`src/rtl/reservation_station_aged_pkg.sv`:
```
// Shared constants for the aged reservation station: tag conventions and CDB match helper.
// Tags are zero-extended to TAG_MAX_W before matching so one helper serves any ROB_W.
package reservation_station_aged_pkg;

  localparam int ROB_W_DEFAULT = 4;
  localparam int TAG_MAX_W     = 16;
  localparam logic [TAG_MAX_W-1:0] TAG_NONE = '0;

  // Tag 0 means "value present", so it never matches a broadcast.
  function automatic logic cdb_match(input logic [TAG_MAX_W-1:0] q,
                                     input logic [TAG_MAX_W-1:0] tag);
    return (q != TAG_NONE) && (q == tag);
  endfunction

endpackage

```
`src/rtl/reservation_station_aged_age_picker.sv`:
```
// Age matrix picker: age_q[i][j] = 1 means entry i was allocated before entry j.
// Picks the single oldest entry among the ready vector.
module rs_age_picker #(
  parameter int DEPTH = 8
) (
  input  logic             clk_in,
  input  logic             clear_i,
  input  logic [DEPTH-1:0] ready_i,
  input  logic [DEPTH-1:0] alloc_i,
  input  logic [DEPTH-1:0] free_i,
  output logic [DEPTH-1:0] oldest_o,
  output logic             any_o
);

  logic [DEPTH-1:0] age_q [DEPTH];
  logic [DEPTH-1:0] age_d [DEPTH];

  always_comb begin
    age_d = age_q;
    for (int i = 0; i < DEPTH; i++) begin
      if (free_i[i]) begin
        age_d[i] = '0;
      end else begin
        age_d[i] = age_d[i];
      end
    end
    // A new entry is younger than every other slot.
    for (int k = 0; k < DEPTH; k++) begin
      if (alloc_i[k]) begin
        age_d[k] = '0;
        for (int i = 0; i < DEPTH; i++) begin
          if (i != k) begin
            age_d[i][k] = 1'b1;
          end else begin
            age_d[i][k] = 1'b0;
          end
        end
      end else begin
        age_d[k] = age_d[k];
      end
    end
  end

  always_ff @(posedge clk_in) begin
    for (int i = 0; i < DEPTH; i++) begin
      if (clear_i) age_q[i] <= '0;
      else         age_q[i] <= age_d[i];
    end
  end

  always_comb begin
    oldest_o = ready_i;
    for (int i = 0; i < DEPTH; i++) begin
      for (int j = 0; j < DEPTH; j++) begin
        if ((i != j) && ready_i[j] && age_q[j][i]) begin
          oldest_o[i] = 1'b0;
        end else begin
          oldest_o[i] = oldest_o[i];
        end
      end
    end
    any_o = |ready_i;
  end

endmodule

```
`src/rtl/reservation_station_aged.sv`:
```
// Reservation station with CDB snooping, same-cycle insert bypass and oldest-ready issue
// into a single registered output stage.
module reservation_station_aged
  import reservation_station_aged_pkg::*;
#(
  parameter int RS_DEPTH  = 8,
  parameter int CDB_PORTS = 2,
  parameter int ROB_W     = ROB_W_DEFAULT,
  parameter int VAL_W     = 32,
  parameter int PAYLOAD_W = 67,
  localparam int OCC_W    = $clog2(RS_DEPTH + 1)
) (
  input  logic                       clk_in,
  input  logic                       rst_in,
  input  logic                       flush_in,
  input  logic                       in_valid,
  output logic                       in_ready,
  input  logic [PAYLOAD_W-1:0]       in_payload,
  input  logic [VAL_W-1:0]           in_Vj,
  input  logic [VAL_W-1:0]           in_Vk,
  input  logic [ROB_W-1:0]           in_Qj,
  input  logic [ROB_W-1:0]           in_Qk,
  input  logic [ROB_W-1:0]           in_dest,
  input  logic [CDB_PORTS*ROB_W-1:0] cdb_rob_id,
  input  logic [CDB_PORTS*VAL_W-1:0] cdb_value,
  output logic                       out_valid,
  input  logic                       out_ready,
  output logic [PAYLOAD_W-1:0]       out_payload,
  output logic [VAL_W-1:0]           out_Vj,
  output logic [VAL_W-1:0]           out_Vk,
  output logic [ROB_W-1:0]           out_dest,
  output logic [OCC_W-1:0]           occupancy,
  output logic                       has_no_vacancy,
  output logic                       has_one_vacancy
);

  logic [RS_DEPTH-1:0]  busy_q, busy_d;
  logic [PAYLOAD_W-1:0] payload_q [RS_DEPTH], payload_d [RS_DEPTH];
  logic [VAL_W-1:0]     vj_q [RS_DEPTH], vj_d [RS_DEPTH];
  logic [VAL_W-1:0]     vk_q [RS_DEPTH], vk_d [RS_DEPTH];
  logic [ROB_W-1:0]     qj_q [RS_DEPTH], qj_d [RS_DEPTH];
  logic [ROB_W-1:0]     qk_q [RS_DEPTH], qk_d [RS_DEPTH];
  logic [ROB_W-1:0]     dest_q [RS_DEPTH], dest_d [RS_DEPTH];
  logic [OCC_W-1:0]     occ_q, occ_d;

  logic                 out_valid_q, out_valid_d;
  logic [PAYLOAD_W-1:0] out_payload_q, out_payload_d;
  logic [VAL_W-1:0]     out_vj_q, out_vj_d, out_vk_q, out_vk_d;
  logic [ROB_W-1:0]     out_dest_q, out_dest_d;

  logic [ROB_W-1:0]     cdb_tag_s [CDB_PORTS];
  logic [VAL_W-1:0]     cdb_val_s [CDB_PORTS];
  logic                 clear_s, insert_s, issue_s, alloc_found_s, any_ready_s;
  logic [RS_DEPTH-1:0]  alloc_oh_s, alloc_s, free_s, ready_s, oldest_s;

  always_comb begin
    for (int p = 0; p < CDB_PORTS; p++) begin
      cdb_tag_s[p] = cdb_rob_id[p*ROB_W +: ROB_W];
      cdb_val_s[p] = cdb_value[p*VAL_W +: VAL_W];
    end
  end

  assign clear_s  = rst_in || flush_in;
  assign in_ready = (occ_q < OCC_W'(RS_DEPTH));
  assign insert_s = in_valid && in_ready;
  assign issue_s  = (!out_valid_q || out_ready) && any_ready_s;
  assign alloc_s  = insert_s ? alloc_oh_s : '0;
  assign free_s   = issue_s ? oldest_s : '0;

  always_comb begin
    alloc_oh_s    = '0;
    alloc_found_s = 1'b0;
    for (int i = 0; i < RS_DEPTH; i++) begin
      if (!busy_q[i] && !alloc_found_s) begin
        alloc_oh_s[i] = 1'b1;
        alloc_found_s = 1'b1;
      end else begin
        alloc_oh_s[i] = alloc_oh_s[i];
      end
      ready_s[i] = busy_q[i] && (qj_q[i] == '0) && (qk_q[i] == '0);
    end
  end

  rs_age_picker #(.DEPTH(RS_DEPTH)) u_age_picker (
    .clk_in   (clk_in),
    .clear_i  (clear_s),
    .ready_i  (ready_s),
    .alloc_i  (alloc_s),
    .free_i   (free_s),
    .oldest_o (oldest_s),
    .any_o    (any_ready_s)
  );

  // Ports are scanned high-to-low so the lowest-index matching port is applied last.
  always_comb begin
    busy_d = busy_q; payload_d = payload_q; dest_d = dest_q;
    vj_d = vj_q; vk_d = vk_q; qj_d = qj_q; qk_d = qk_q;
    for (int i = 0; i < RS_DEPTH; i++) begin
      for (int p = CDB_PORTS - 1; p >= 0; p--) begin
        if (busy_q[i] && cdb_match(TAG_MAX_W'(qj_q[i]), TAG_MAX_W'(cdb_tag_s[p]))) begin
          vj_d[i] = cdb_val_s[p];
          qj_d[i] = '0;
        end else begin
          vj_d[i] = vj_d[i];
        end
        if (busy_q[i] && cdb_match(TAG_MAX_W'(qk_q[i]), TAG_MAX_W'(cdb_tag_s[p]))) begin
          vk_d[i] = cdb_val_s[p];
          qk_d[i] = '0;
        end else begin
          vk_d[i] = vk_d[i];
        end
      end
      if (free_s[i]) begin
        busy_d[i] = 1'b0;
      end else if (alloc_s[i]) begin
        busy_d[i] = 1'b1; payload_d[i] = in_payload; dest_d[i] = in_dest;
        vj_d[i] = in_Vj; qj_d[i] = in_Qj; vk_d[i] = in_Vk; qk_d[i] = in_Qk;
        for (int p = CDB_PORTS - 1; p >= 0; p--) begin
          if (cdb_match(TAG_MAX_W'(in_Qj), TAG_MAX_W'(cdb_tag_s[p]))) begin
            vj_d[i] = cdb_val_s[p];
            qj_d[i] = '0;
          end else begin
            vj_d[i] = vj_d[i];
          end
          if (cdb_match(TAG_MAX_W'(in_Qk), TAG_MAX_W'(cdb_tag_s[p]))) begin
            vk_d[i] = cdb_val_s[p];
            qk_d[i] = '0;
          end else begin
            vk_d[i] = vk_d[i];
          end
        end
      end else begin
        busy_d[i] = busy_d[i];
      end
    end
  end

  always_comb begin
    out_valid_d = out_valid_q; out_payload_d = out_payload_q;
    out_vj_d = out_vj_q; out_vk_d = out_vk_q; out_dest_d = out_dest_q;
    if (issue_s) begin
      out_valid_d = 1'b1; out_payload_d = '0; out_vj_d = '0; out_vk_d = '0; out_dest_d = '0;
      for (int i = 0; i < RS_DEPTH; i++) begin
        if (oldest_s[i]) begin
          out_payload_d = payload_q[i]; out_vj_d = vj_q[i];
          out_vk_d = vk_q[i]; out_dest_d = dest_q[i];
        end else begin
          out_dest_d = out_dest_d;
        end
      end
    end else if (out_ready) begin
      out_valid_d = 1'b0; out_payload_d = '0; out_vj_d = '0; out_vk_d = '0; out_dest_d = '0;
    end else begin
      out_valid_d = out_valid_q;
    end
    occ_d = clear_s ? '0 : (occ_q + OCC_W'(insert_s) - OCC_W'(issue_s));
  end

  always_ff @(posedge clk_in) begin
    if (clear_s) begin
      busy_q <= '0; occ_q <= '0; out_valid_q <= 1'b0; out_payload_q <= '0;
      out_vj_q <= '0; out_vk_q <= '0; out_dest_q <= '0;
      for (int i = 0; i < RS_DEPTH; i++) begin
        payload_q[i] <= '0; dest_q[i] <= '0; vj_q[i] <= '0;
        vk_q[i] <= '0; qj_q[i] <= '0; qk_q[i] <= '0;
      end
    end else begin
      busy_q <= busy_d; occ_q <= occ_d; out_valid_q <= out_valid_d;
      out_payload_q <= out_payload_d; out_vj_q <= out_vj_d;
      out_vk_q <= out_vk_d; out_dest_q <= out_dest_d;
      for (int i = 0; i < RS_DEPTH; i++) begin
        payload_q[i] <= payload_d[i]; dest_q[i] <= dest_d[i]; vj_q[i] <= vj_d[i];
        vk_q[i] <= vk_d[i]; qj_q[i] <= qj_d[i]; qk_q[i] <= qk_d[i];
      end
    end
  end

  assign out_valid       = out_valid_q;
  assign out_payload     = out_payload_q;
  assign out_Vj          = out_vj_q;
  assign out_Vk          = out_vk_q;
  assign out_dest        = out_dest_q;
  assign occupancy       = occ_q;
  assign has_no_vacancy  = (occ_d == OCC_W'(RS_DEPTH));
  assign has_one_vacancy = (occ_d == OCC_W'(RS_DEPTH - 1));

endmodule

```
`config.mk`:
```
export PLATFORM = sky130hd
export DESIGN_NAME = reservation_station_aged
export DESIGN_NICKNAME = d
export VERILOG_FILES = /design/src/rtl/reservation_station_aged_pkg.sv /design/src/rtl/reservation_station_aged_age_picker.sv /design/src/rtl/reservation_station_aged.sv
export SDC_FILE = /design/constraint.sdc
export NUM_CORES = 2
export LEC_CHECK = 0
export ABC_AREA = 1
export CORE_MARGIN = 3
export CORE_UTILIZATION = 31
export CTS_CLUSTER_SIZE = 25
export DETAILED_ROUTE_END_ITERATION = 10
export GPL_ROUTABILITY_DRIVEN = 1
export SYNTH_ARGS = -nofsm -noshare
export SYNTH_HDL_FRONTEND = slang
export SYNTH_SLANG_ARGS = --single-unit
```
`constraint.sdc`:
```
create_clock -name clk_in -period 7.9 [get_ports clk_in]
set_input_delay 1.58 -clock clk_in [delete_from_list [all_inputs] [get_ports clk_in]]
set_output_delay 1.58 -clock clk_in [all_outputs]
set_load 0.01 [all_outputs]
```
Word level (Yosys, flattened, before mapping)
Index checks and enable logic that the tools add are counted.
W data, S select, Z words.
{"block": "totals", "input_bits": 220, "ff_bits": 1348, "out_inout_bits": 143, "word_cells": 768}
{"block": "classes", "n_eq_ne": 38, "reduce_logical": 280, "n_addsub": 2, "bitwise": 8, "order_cmp": 1, "mux": 321}
{"op": "$mux W32", "count": 87}
{"op": "$mux W67", "count": 10}
{"op": "$mux W4", "count": 79}
{"op": "$logic_and A1 B1 Y1", "count": 149}
{"op": "$eq A4 B4 Y1", "count": 36}
{"op": "$mux W1", "count": 128}
{"op": "$mux W8", "count": 16}
{"op": "$reduce_bool A3 Y1", "count": 28}
{"op": "$reduce_bool A4 Y1", "count": 18}
{"op": "$logic_not A4 Y1", "count": 16}
{"op": "$reduce_bool A2 Y1", "count": 29}
{"op": "$reduce_or A2 Y1", "count": 15}
{"op": "$reduce_and A2 Y1", "count": 8}
{"op": "$logic_not A1 Y1", "count": 14}
{"op": "$not A1 Y1", "count": 8}
{"op": "$reduce_or A8 Y1", "count": 1}
{"op": "$mux W7", "count": 1}
{"op": "$add A4 B1 Y4", "count": 1}
{"op": "$eq A4 B3 Y1 const B", "count": 1}
{"op": "$eq A4 B4 Y1 const B", "count": 1}
{"op": "$lt A4 B4 Y1 const B", "count": 1}
{"op": "$sub A4 B1 Y4", "count": 1}
{"op": "$logic_or A1 B1 Y1", "count": 2}

Logic depth before layout (Yosys ltp)
{"block": "depth", "depth_word": 25, "mapped_depth": 22, "ltp_nobuf": 20}

Cells and area by module
Synthesis repeated with hierarchy kept, for this count alone.
{"block": "unflattened", "hier_cells": 13223, "area_unflattened_um2": 78185.0}
{"mod": "reservation_station_aged", "cells_per_inst": 12875, "n_inst": 1, "area_each_um2": 75745.1, "seq_area_each_um2": 25864.8}
{"mod": "rs_age_picker", "cells_per_inst": 348, "n_inst": 1, "area_each_um2": 2439.8, "seq_area_each_um2": 1121.1}

Least setup slack after synthesis
Ideal clock, no wire load.
{"block": "synth_timing", "kind": "input -> output", "startpoint": "in out_ready", "endpoint": "out has_no_vacancy", "t_required_ps": 6320, "path_buffers": 2, "path_stages": 11, "arrival_ps": 3749, "path_slack_ps": 2571, "path_cell_list": "nor2_1 > nor2_4 > clkbuf_1 > buf_2 > ha_1 > inv_1 > ha_1 > fa_1 > xnor2_1 > nor2_1 > nor4_1"}
{"block": "synth_between", "elab_chain_len": 5}
{"item": "start, declared", "line_no": "reservation_station_aged.sv:27", "rtl": "input logic out_ready,"}
{"item": "$logic_or A1 B1 Y1", "line_no": "reservation_station_aged.sv:66", "rtl": "assign issue_s = (!out_valid_q || out_ready) && any_ready_s;"}
{"item": "$logic_and A1 B1 Y1", "line_no": "reservation_station_aged.sv:66"}
{"item": "named net issue_s", "line_no": "reservation_station_aged.sv:53", "rtl": "logic clear_s, insert_s, issue_s, alloc_found_s, any_ready_s;"}
{"item": "$sub A4 B1 Y4", "line_no": "reservation_station_aged.sv:156", "rtl": "occ_d = clear_s ? '0 : (occ_q + OCC_W'(insert_s) - OCC_W'(issue_s));"}
{"item": "$mux W4", "line_no": "reservation_station_aged.sv:156"}
{"item": "$eq A4 B4 Y1", "line_no": "reservation_station_aged.sv:184", "rtl": "assign has_no_vacancy = (occ_d == OCC_W'(RS_DEPTH));"}
{"item": "end, declared", "line_no": "reservation_station_aged.sv:33", "rtl": "output logic has_no_vacancy,"}
The timed path passes the listed nets, and every way through them passes these cells.

Worst setup path after layout
{"block": "layout_timing", "startpoint": "in out_ready", "endpoint": "out has_no_vacancy"}
{"block": "layout_between", "elab_chain_len": 5}
{"item": "$logic_or A1 B1 Y1", "line_no": "reservation_station_aged.sv:66"}
{"item": "$logic_and A1 B1 Y1", "line_no": "reservation_station_aged.sv:66"}
{"item": "$sub A4 B1 Y4", "line_no": "reservation_station_aged.sv:156"}
{"item": "$mux W4", "line_no": "reservation_station_aged.sv:156"}
{"item": "$eq A4 B4 Y1", "line_no": "reservation_station_aged.sv:184"}
No other way between the ends.

==> out/qor.csv <==
stage,metric,value,unit
routing,avgViaCountPerCell,5.40,
timing,fin_crit_sh,79.9,%
critical_path,crit_type,primary input to primary output,
critical_path,path_max_fanout,11,
logic_synthesis,async_flop_share,0,%
logic_synthesis,synth_edf_count,0,
pwr,p_total,15500,uW
logic_synthesis,synth_ff_type,dfxtp_1,
routing,ant_nets,0,
floorplanning,num_rows,178,
routing,drc_errors,0,
timing,slew_violations,0,
timing,skew,0.0737,ns
pwr,peakVddDrop,0.000164,V
clock_network,ctsHoldBuffers,0,
layout,post_route_cells_drive_above_1_share,5.48,%
timing,rsz0062_at_grt,no,
timing,slew_headroom,17.8,%
logic_synthesis,syn_area,0.0740,sq mm
placement,post_dp_cell_area,0.0786,sq mm
clock_network,cts.sinks,1348,
floorplanning,fp.dieH,495,um
logic_synthesis,syn_avg_cell_area,6.54,sq um
timing,period_minus_slack,6.31,ns
clock_network,cts_buffer_depth,3,
layout,num-nets-final,11200,
logic_synthesis,yosysUniqueCellTypes,51,
layout,final_common_cell,nand2_1,
critical_path,arrival,4.73,ns
clock_network,cts_root_buf,clkbuf_16,
floorplanning,die_w,495,um
logic_synthesis,synth_nets,11500,
floorplanning,io_pins,363,
timing,max_freq,159,MHz
placement,routabilityCongestion,0.875,
routing,drt_first_pass_iters,9,
logic_synthesis,synth.largest_area_cell,dfxtp_1,
logic_synthesis,yosysSeqAreaShare,36.5,%
routing,wl_per_cell,21.3,um
logic_synthesis,synthCells,11300,
logic_synthesis,ys_top_cells_by_area,"dfxtp_1, o21ai_0, nand2_1",
critical_path,crit_path_end_kind,primary output,
layout,final_cell_mix,"nand2_1, o21ai_0, dfxtp_1",
grt,first_global_vias,70000,
timing,final-setup-viol-count,0,
placement,detailed_place_hpwl,170,mm
floorplanning,coreArea,0.236,sq mm
flow_run,drv_cap,0,
timing,tns,0,ns
critical_path,critPathLaunchType,primary input,
layout,final_area,0.0838,sq mm
logic_synthesis,synth_warnings,0,
layout,multi_input_area,0.0381,sq mm
logic_synthesis,synth_seq_cells,1348,
worst_hold_path,min_path_type,flip-flop to flip-flop,
clock_network,h-tree-depth,4,
floorplanning,die_area,0.245,sq mm
run_status,outcome,"finished, final reports clean",
clock_network,clk_pin_slew,0.06,ns
grt,grt_first_pass_wirelength,450,mm
routing,vias,76900,
layout,utilization,35.5,%
logic_synthesis,synth_top_area_share,36.5,%
grt,grt_overflow,0,
clock_network,postCtsSetupBuffers,0,
timing,finalHoldViolCount,0,
routing,routed_wl,303,mm
clock_network,clock_latency,0.85,ns
pwr,p_leak,0.0340,uW
clock_network,cts_tree,yes,
critical_path,required,6.32,ns
layout,layout.cells.non_filler,14200,
grt,grt_usage,23.7,%
clock_network,cts_buffers,158,
floorplanning,initial_core_util,31.3,%
grt,antenna_found_initial,12,
routing,drtIter0Drc,9511,
placement,placedCellCount,13900,
layout,fillers,25400,
layout,regArea,0.0270,sq mm
pwr,powerDensity,185,mW/mm^2
clock_network,cts_resized,0,
timing,tightest_slew,1.23,ns
grt,grt_max_degree,221,
placement,io_buffers,362,
layout,syn2layout_area_growth,13.2,%
[metal layers]
metal  GRT usage (%)  up-vias  part of all wire, %
met5               0        -               0.0023
li1                -    36900                    -
met1            31.0    35400                   42
met4            9.81        2                  4.2
met3            5.06      672                  9.9
met2            37.7     3956                   44
[cells in the mapped netlist, types with 2 or more instances]
library cell and instances:
buf_6 13, a211oi_1 6, nand4_1 13, a221oi_1 25, o22ai_4 17, clkbuf_1 691, or2_2 64, o221ai_1 2
buf_4 30, nor2_4 12, buf_1 50, nand2_2 10, nand2_4 4, nor2_2 9, o211ai_1 512, dfxtp_1 1348
and3_1 7, nor3_1 3, nand3b_1 136, or4_1 2, a21oi_1 1334, o31ai_1 9, o21ai_0 2070, o21ai_2 2
nand3_1 544, o22ai_1 28, nor2_8 4, nand2_1 2572, clkinv_1 85, o21ai_1 30, xor2_1 29, nor2_1 146
buf_2 224, a21oi_2 5, inv_1 1154, nor4_1 18, o22ai_2 40, ha_1 4, inv_2 52, nor3_2 4
[final cells by class]
| type | instances | area share (%) |
|---|---|---|
| clock buffer | 242 | 5.59 |
| clock inverter | 41 | 0.606 |
| inverter | 1292 | 5.82 |
| antenna | 9 | 0.0269 |
| sequential | 1348 | 32.2 |
| tap | 3150 | 4.70 |
| timing repair buffer | 485 | 5.62 |
| multi-input combinational | 7670 | 45.4 |
[cell families after synthesis]
| group | share of synthesized area, % |
|---|---|
| AOI/OAI and AO/OA | 30.4 |
| buffers and inverters | 12.3 |
| xor gates and xnor gates | 0.355 |
| DFF | 36.5 |
| adders and majority gates | 0.0947 |
| and+or+nand+nor | 20.3 |
[worst paths after layout]
kind,start,end,slack (ns),cells after the start
worst max register to register,busy_q[5],vj_q[121],3.37,13
worst min-delay path,payload_q[244],payload_q[244],0.45,2
worst max-delay path,out_ready,has_no_vacancy,1.59,11
worst min register to register,payload_q[244],payload_q[244],0.45,2
[worst max-delay path, cell delays in order]
cell and delay (ns):
clkdlybuf4s50_1 0.56, nor2_1 0.11, nor2_4 0.39, ha_1 0.22, inv_1 0.04, ha_1 0.20
fa_1 0.40, xnor2_1 0.19, nor2_1 0.09, nor4_1 0.34, clkdlybuf4s50_1 0.60
[state kept, by name, indices dropped and copies added (netlist names)]
name                flops
busy_q                  8
dest_q                 32
occupancy               4
out_Vj                 32
out_Vk                 32
out_dest                4
out_payload            67
out_valid               1
payload_q             536
qj_q                   32
qk_q                   32
u_age_picker.age_q     56
vj_q                  256
vk_q                  256
[metrics by stage]
| step | setup slack [ns] | hold WS (ns) |
|---|---|---|
| after floorplan | 2.57 | 0.430 |
| after global placement | 1.56 | 0.440 |
| after detailed placement | 1.59 | 0.444 |
| after CTS | 1.55 | 0.453 |
| after global routing | 1.42 | 0.467 |
| final | 1.59 | 0.450 |
[power breakdown]
| group | total (uW) | leakage [uW] | internal [uW] | switching [uW] |
|---|---|---|---|---|
| Combinational | 1200 | 0.0206 | 303 | 894 |
| Clock | 7440 | 0.00255 | 4230 | 3200 |
| Sequential | 6890 | 0.0109 | 6860 | 33.0 |
No activity file was read; power rests on OpenSTA's default activity.
